==> src/rtl/mips_pkg.sv <==
// Shared definitions for the MIPS pipeline control blocks.
package mips_pkg;

    localparam logic [1:0] FWD_RF   = 2'b00;
    localparam logic [1:0] FWD_W    = 2'b01;
    localparam logic [1:0] FWD_M    = 2'b10;
    localparam logic [4:0] REG_ZERO = 5'd0;

    // $zero is hard-wired, so it never creates a dependency.
    function automatic logic reg_hit(input logic [4:0] src, input logic [4:0] dst);
        return (src != REG_ZERO) && (src == dst);
    endfunction

endpackage

==> src/rtl/mul_sequencer.sv <==
// Tracks an in-flight multiply; strobes the HI/LO write in its last busy cycle.
module mul_sequencer #(
    parameter int MUL_LATENCY = 4
) (
    input  logic clk,
    input  logic rst,
    input  logic we_hilo_i,
    output logic mul_busy_o,
    output logic hilo_we_o
);

    logic [3:0] cnt_q, cnt_d;

    // An issue while busy is dropped; the D-stage stall keeps that from happening.
    always_comb begin
        cnt_d = cnt_q;
        if (cnt_q != 4'd0)
            cnt_d = cnt_q - 4'd1;
        else if (we_hilo_i)
            cnt_d = 4'(MUL_LATENCY - 1);
    end

    always_ff @(posedge clk or negedge rst) begin
        if (!rst) cnt_q <= 4'd0;
        else      cnt_q <= cnt_d;
    end

    assign mul_busy_o = (cnt_q != 4'd0);
    assign hilo_we_o  = (cnt_q == 4'd1);

endmodule

==> src/rtl/hazard_unit.sv <==
// Pipeline hazard control: forwarding selects, stall/flush enables, multiply sequencing.
module hazard_unit
    import mips_pkg::*;
#(
    parameter int MUL_LATENCY = 4,
    parameter int CNT_W       = 32
) (
    input  logic             clk,
    input  logic             rst,
    input  logic [4:0]       rs_D,
    input  logic [4:0]       rt_D,
    input  logic [4:0]       rs_E,
    input  logic [4:0]       rt_E,
    input  logic [4:0]       rf_wa_E,
    input  logic [4:0]       rf_wa_M,
    input  logic [4:0]       rf_wa_W,
    input  logic             we_reg_E,
    input  logic             we_reg_M,
    input  logic             we_reg_W,
    input  logic             dm2reg_E,
    input  logic             dm2reg_M,
    input  logic             branch_D,
    input  logic             reg_jump_D,
    input  logic             jump_D,
    input  logic             branch_taken_D,
    input  logic             hilo_rd_D,
    input  logic             mul_D,
    input  logic             we_hilo_E,
    output logic             stall_F,
    output logic             stall_D,
    output logic             flush_D,
    output logic             flush_E,
    output logic             fwd_a_D,
    output logic             fwd_b_D,
    output logic [1:0]       fwd_a_E,
    output logic [1:0]       fwd_b_E,
    output logic             mul_busy,
    output logic             hilo_we,
    output logic [CNT_W-1:0] stall_count
);

    logic lw_stall, br_stall, mul_stall, stall;
    logic [CNT_W-1:0] stall_count_q;

    mul_sequencer #(.MUL_LATENCY(MUL_LATENCY)) u_mul (
        .clk        (clk),
        .rst        (rst),
        .we_hilo_i  (we_hilo_E),
        .mul_busy_o (mul_busy),
        .hilo_we_o  (hilo_we)
    );

    // M-stage result is newer than W, so it wins.
    always_comb begin
        fwd_a_E = FWD_RF;
        fwd_b_E = FWD_RF;
        if (we_reg_M && reg_hit(rs_E, rf_wa_M))      fwd_a_E = FWD_M;
        else if (we_reg_W && reg_hit(rs_E, rf_wa_W)) fwd_a_E = FWD_W;
        if (we_reg_M && reg_hit(rt_E, rf_wa_M))      fwd_b_E = FWD_M;
        else if (we_reg_W && reg_hit(rt_E, rf_wa_W)) fwd_b_E = FWD_W;
    end

    assign fwd_a_D = we_reg_M && reg_hit(rs_D, rf_wa_M);
    assign fwd_b_D = we_reg_M && reg_hit(rt_D, rf_wa_M);

    assign lw_stall = dm2reg_E && we_reg_E &&
                      (reg_hit(rs_D, rf_wa_E) || reg_hit(rt_D, rf_wa_E));

    // The D-stage comparator cannot see E results or M load data.
    always_comb begin
        br_stall = 1'b0;
        if (branch_D)
            br_stall = (we_reg_E && (reg_hit(rs_D, rf_wa_E) || reg_hit(rt_D, rf_wa_E))) ||
                       (dm2reg_M && (reg_hit(rs_D, rf_wa_M) || reg_hit(rt_D, rf_wa_M)));
        else if (reg_jump_D)
            br_stall = (we_reg_E && reg_hit(rs_D, rf_wa_E)) ||
                       (dm2reg_M && reg_hit(rs_D, rf_wa_M));
    end

    assign mul_stall = (hilo_rd_D || mul_D) && (mul_busy || we_hilo_E);
    assign stall     = lw_stall || br_stall || mul_stall;

    assign stall_F = stall;
    assign stall_D = stall;
    assign flush_E = stall;
    assign flush_D = ((branch_D && branch_taken_D) || jump_D || reg_jump_D) && !stall;

    always_ff @(posedge clk or negedge rst) begin
        if (!rst)
            stall_count_q <= '0;
        else if (stall && (stall_count_q != {CNT_W{1'b1}}))
            stall_count_q <= stall_count_q + CNT_W'(1);
    end

    assign stall_count = stall_count_q;

endmodule

==> config.mk <==
export PLATFORM = sky130hd
export DESIGN_NAME = hazard_unit
export DESIGN_NICKNAME = d
export VERILOG_FILES = /design/src/rtl/mips_pkg.sv /design/src/rtl/mul_sequencer.sv /design/src/rtl/hazard_unit.sv
export SDC_FILE = /design/constraint.sdc
export NUM_CORES = 1
export LEC_CHECK = 0
export CORE_UTILIZATION = 40
export CTS_CLUSTER_DIAMETER = 40
export DETAILED_ROUTE_END_ITERATION = 8
export PLACE_DENSITY = 0.73
export SYNTH_ARGS = -nofsm -noshare
export SYNTH_HDL_FRONTEND = slang
export SYNTH_SLANG_ARGS = --single-unit
export TNS_END_PERCENT = 20
==> constraint.sdc <==
create_clock -name clk -period 2.7 [get_ports clk]
set_clock_uncertainty 0.2 [all_clocks]
set_input_delay 0.405 -clock clk [delete_from_list [all_inputs] [get_ports clk]]
set_output_delay 0.405 -clock clk [all_outputs]
set_load 0.02 [all_outputs]
# Yosys cells after proc, flatten, opt, wreduce, memory -nomap -nowiden
# Cells that the tools add are included.
# classes
addsub	2
n_eq_ne	10
mux	8
n_reduce_logical	41
# ops
op	count
$eq A5 B5 Y1	8
$add A32 B1 Y32 const B	1
$ne A32 B32 Y1 const B	1
$logic_and A1 B1 Y1	24
$reduce_bool A5 Y1	4
$logic_or A1 B1 Y1	10
$mux W4	2
$eq A4 B1 Y1 const B	1
$mux W1	4
$mux W2	2
$reduce_bool A4 Y1	1
$sub A4 B1 Y4 const B	1
$reduce_bool A2 Y1	1
$logic_not A1 Y1	1
# totals
reg_bits	36
in_bits	49
output_inout_bits	44

# Logic depth before layout (Yosys ltp)
# logic_depth
depth_word	10
depth_mapped	10

# By module
# A second synthesis with hierarchy kept.
# unflattened
hier_cells	244
area_unflattened_um2	2364.8
# by_module_without_submodules
module	instances	cells_per_inst	area_each_um2	seq_area_each_um2
hazard_unit	1	222	2123.3	800.8
mul_sequencer	1	22	241.5	100.1

# Least setup slack after synthesis
# Ideal clock, no wire load.
# synth_path
kind	input -> output
startpoint	input port rs_D[1]
endpoint	output port flush_D
arrival_ns	2.239
t_required_ns	2.095
path_slack_ns	-0.144
stages	9
n_path_buf	2
path_cell_list	or4_1 nor2_1 nor4_1 o211ai_1 and3_1 buf_6 buf_2 inv_1 nor2_1
# synth_via
elab_chain_len	10
elab_cells_between_ends	20
# synth_rtl
element	line_no	text
start: declaration	hazard_unit.sv:10	input logic [4:0] rs_D,
$eq A5 B5 Y1 or $reduce_bool A5 Y1 (tied branches)	mips_pkg.sv:11	return (src != REG_ZERO) && (src == dst);
$logic_and A1 B1 Y1	mips_pkg.sv:11	
$logic_and A1 B1 Y1 (tied with other cells)	hazard_unit.sv:76	br_stall = (we_reg_E && reg_hit(rs_D, rf_wa_E)) ||
$logic_or A1 B1 Y1 (tied with other cells)	hazard_unit.sv:76	
$mux W1 or $logic_or A1 B1 Y1 (tied branches)	hazard_unit.sv:75, hazard_unit.sv:73	
$mux W1	hazard_unit.sv:72	if (branch_D)
$logic_or A1 B1 Y1 * (2 in series)	hazard_unit.sv:81	assign stall = lw_stall || br_stall || mul_stall;
named net flush_E	hazard_unit.sv:32	output logic flush_E,
$logic_not A1 Y1 *	hazard_unit.sv:86	assign flush_D = ((branch_D && branch_taken_D) || jump_D || reg_jump_D) && !stall;
$logic_and A1 B1 Y1 *	hazard_unit.sv:86	
end: declaration	hazard_unit.sv:31	output logic flush_D,
# The timed path passes the listed nets; every way through them passes the cells marked *.

# Worst setup path after layout
# layout_path
startpoint	input port rt_D[3]
endpoint	output port flush_D
# layout_via
elab_chain_len	10
elab_cells_between_ends	16
# layout_rtl
element	line_no	text
start: declaration	hazard_unit.sv:11	input logic [4:0] rt_D,
$eq A5 B5 Y1 or $reduce_bool A5 Y1 (tied branches)	mips_pkg.sv:11	
$logic_and A1 B1 Y1	mips_pkg.sv:11	
$logic_or A1 B1 Y1 (on tied branches)	hazard_unit.sv:67, hazard_unit.sv:73, hazard_unit.sv:74	
$logic_and A1 B1 Y1 (on tied branches)	hazard_unit.sv:73, hazard_unit.sv:74	
$logic_or A1 B1 Y1	hazard_unit.sv:73	br_stall = (we_reg_E && (reg_hit(rs_D, rf_wa_E) || reg_hit(rt_D, rf_wa_E))) ||
$mux W1	hazard_unit.sv:72	
$logic_or A1 B1 Y1 * (2 in series)	hazard_unit.sv:81	
$logic_not A1 Y1 *	hazard_unit.sv:86	
$logic_and A1 B1 Y1 *	hazard_unit.sv:86	
# Every way passes the cells marked *; elsewhere a longest branch is shown, timed or not.

==> results.yml <==
run_status:
  status: "finished with violations"
  violations: "setup timing"
final_layout:
  design_area_um2: 3990
  layout_common_cells: "58 x clkdlybuf4s50_1, 44 x buf_4, 41 x xor2_1"
  nFillCells: 506
  nNetsFinal: 440
  final_cells: 464
  final_common_cell: "clkdlybuf4s50_1"
  drive_gt1_share_pct: 26.2
  diodes: 0
  area_growth_pct: 60.1
yosys:
  syn_nets: 304
  ys_top_cells_by_area: "dfrtp_1 36%, xor2_1 15%, xnor2_1 9.5%"
  yosysSeqAreaShare_pct: 36.1
  synth.avg_cell_area_um2: 9.90
  ys_warn_count: 0
  ys_types: 36
  synth_edf_count: 0
  syn_area_um2: 2490
  yosysTopAreaCell: "dfrtp_1"
  ys_ff_latch: 36
  ys_async_sr_fraction_pct: 100
  synthFlopType: "dfrtp_1"
  synth_top_cell_area_share_pct: 36.1
  synthCells: 252
setup_path:
  cp_slowest_cell: "or4_1"
  crit_buf_inv: 3
  path_delay_family: "simple AND/OR/NAND/NOR gates"
  path_max_fanout: 4
  cp-startpoint: "rt_D[3]"
  ff2ff_setup_slack_ps: 280
  path_cells: "clkbuf_2, or4_1, nor2_4, nor3_1, o21ai_1, and3_4, clkinvlp_4, nor2_4, buf_6"
  cp.required_ps: 2100
  crit_top_cell: "nor2_4"
  critPathMaxStageDelay_ps: 570
  worstPathArrival_ps: 2100
  criticalPathCategory: "in2out"
  timing.rr.end: "stall_count[13]$_DFFE_PN0P_"
  rr_worst_depth: 7
  reg2reg_from: "stall_count[21]$_DFFE_PN0P_"
  worst_setup_path_end_kind: "output port"
  cp-start-kind: "input port"
global_route:
  grt_pass1_vias: 2426
  antenna_found_initial: 0
  grt_max_degree: 37
  track_usage_pct: 21.2
  grt.overflow.total: 0
  grt_first_pass_wirelength_mm: 10.8
min_path:
  hp-class: "reg2reg"
  hold_path_end: "stall_count[18]$_DFFE_PN0P_"
  worstHoldStart: "stall_count[18]$_DFFE_PN0P_"
  whs_path_depth: 1
die:
  ios: 93
  dieWidth_um: 81.0
  row_count: 28
  coreArea_um2: 5960
  initial_utilization_pct: 41.9
  die_area_um2: 6550
  die_h_um: 81.0
routing:
  routed_wl_mm: 6.62
  drt_iter0_markers: 90
  vias: 2385
  viasPerCell: 5.14
  first_pass_iters: 4
  antenna_left: 0
  routedWlPerCell_um: 14.3
  drc_errors: 0
sta:
  fin_crit_sh_pct: 100
  max_slew_margin_pct: 69.8
  worst_pin_slew_ps: 453
  finalHoldViolCount: 0
  fin_ws_ps: -8.04
  rsz0062_at_grt: "yes"
  timing.fmax_ghz: 0.369
  slew_viol_final: 0
  period_needed_ps: 2710
  tns_ps: -8.04
  setup_viol: 1
clock_tree:
  cts.sinks: 36
  clockBufferDepth: 2
  clk_pin_slew_ps: 60
  cts.htree.levels: 2
  cts_buffers: 5
  cts_root_buffer: "clkbuf_8"
  cts_tree: "done"
  clk_latency_ps: 280
placed_design:
  dpl.hpwl_mm: 5.14
  dp_cells: 455
  place_area_um2: 3790
  port_buffers: 92
  place_congestion: 0.863
flow_run:
  maxCapViolations: 0
pwr:
  leakage_uw: 0.00172
  max-vdd-ir-drop_v: 0.000447
  power_per_cell_area_nw_per_um2: 545
worst max-delay path by stage:
stage,endpoint,depth (start not counted)
final,flush_D,9
after global routing,flush_D,9
after CTS,flush_D,10
after detailed placement,flush_D,9
after global placement,flush_D,9
after floorplan,flush_D,9
state kept, by name, summed over array words and instances, names as in the netlist:
| name | cells |
|---|---|
| u_mul.cnt_q | 4 |
| stall_count | 32 |
Yosys cell counts, types with 4 or more instances:
cell,n
and2_1,5
dfrtp_1,36
inv_1,5
nand2_1,12
nand3_1,14
nand4_1,16
nor2_1,14
nor3_1,21
nor4_1,7
nor4_2,6
or4_1,4
xnor2_1,27
xor2_1,44
worst register-to-register path, stage by stage, from the launching register on:
cell     delay [ps]
dfrtp_1         460
and3_1          210
nand4_1         100
or3_1           440
nor4_4          300
buf_4           320
nor3_1          110
xor2_1          160
cell type report:
class / count / area (um2) / share of cell area [%]
Clock buffer: 8 / 90.1 / 2.26
Timing Repair Buffer: 138 / 1250 / 31.2
Inverter: 5 / 22.5 / 0.564
Sequential cell: 36 / 901 / 22.6
Multi-Input combinational cell: 202 / 1640 / 41.1
Tap cell: 75 / 93.8 / 2.35
cell families after synthesis:
logic type / Yosys count / synth area share [%]
and+or+nand+nor: 116 / 30.3
adders and majority gates: 3 / 1.51
xor gates and xnor gates: 71 / 24.9
buffers and inverters: 14 / 3.96
muxes: 1 / 0.452
DFF: 36 / 36.1
AOI/OAI and AO/OA: 11 / 2.71
power by group:
group | switching, uW | internal (uW)
Clock | 180 | 208
Sequential | 142 | 666
Combinational | 487 | 495
layer usage:
layer / part of all wire, % / vias to the layer above / track usage (%)
met1: 40 / 1115 / 24.1
met4: 1.5 / 0 / 7.50
met5: 0 / - / 0
met2: 53 / 88 / 39.4
met3: 5.9 / 13 / 3.71
li1: - / 1169 / -
metrics by stage:
stage / worst slack [ps] / util, % / hold slack, ps / total power [uW]
finish: -8.04 / 67.0 / 290 / 2180
global route: -68.4 / 67.0 / 326 / 2310
CTS: -49.9 / 65.7 / 291 / 2190
detailed placement: -722 / 63.6 / 282 / 1790
global placement: -669 / 63.6 / 280 / 1760
floorplan: 15.6 / - / -90.6 / 1320
timing repair:
| item | 4_1_cts | 5_1_grt |
|---|---|---|
| setup buffers | 1 | 0 |
| hold buffers | 0 | 0 |
| gates cloned | 0 | 0 |
| resized for setup | 80 | 34 |
| pin swaps | 12 | 14 |
| setup endpoints to repair | 41 | 25 |
No activity file was read; power rests on OpenSTA's default activity.
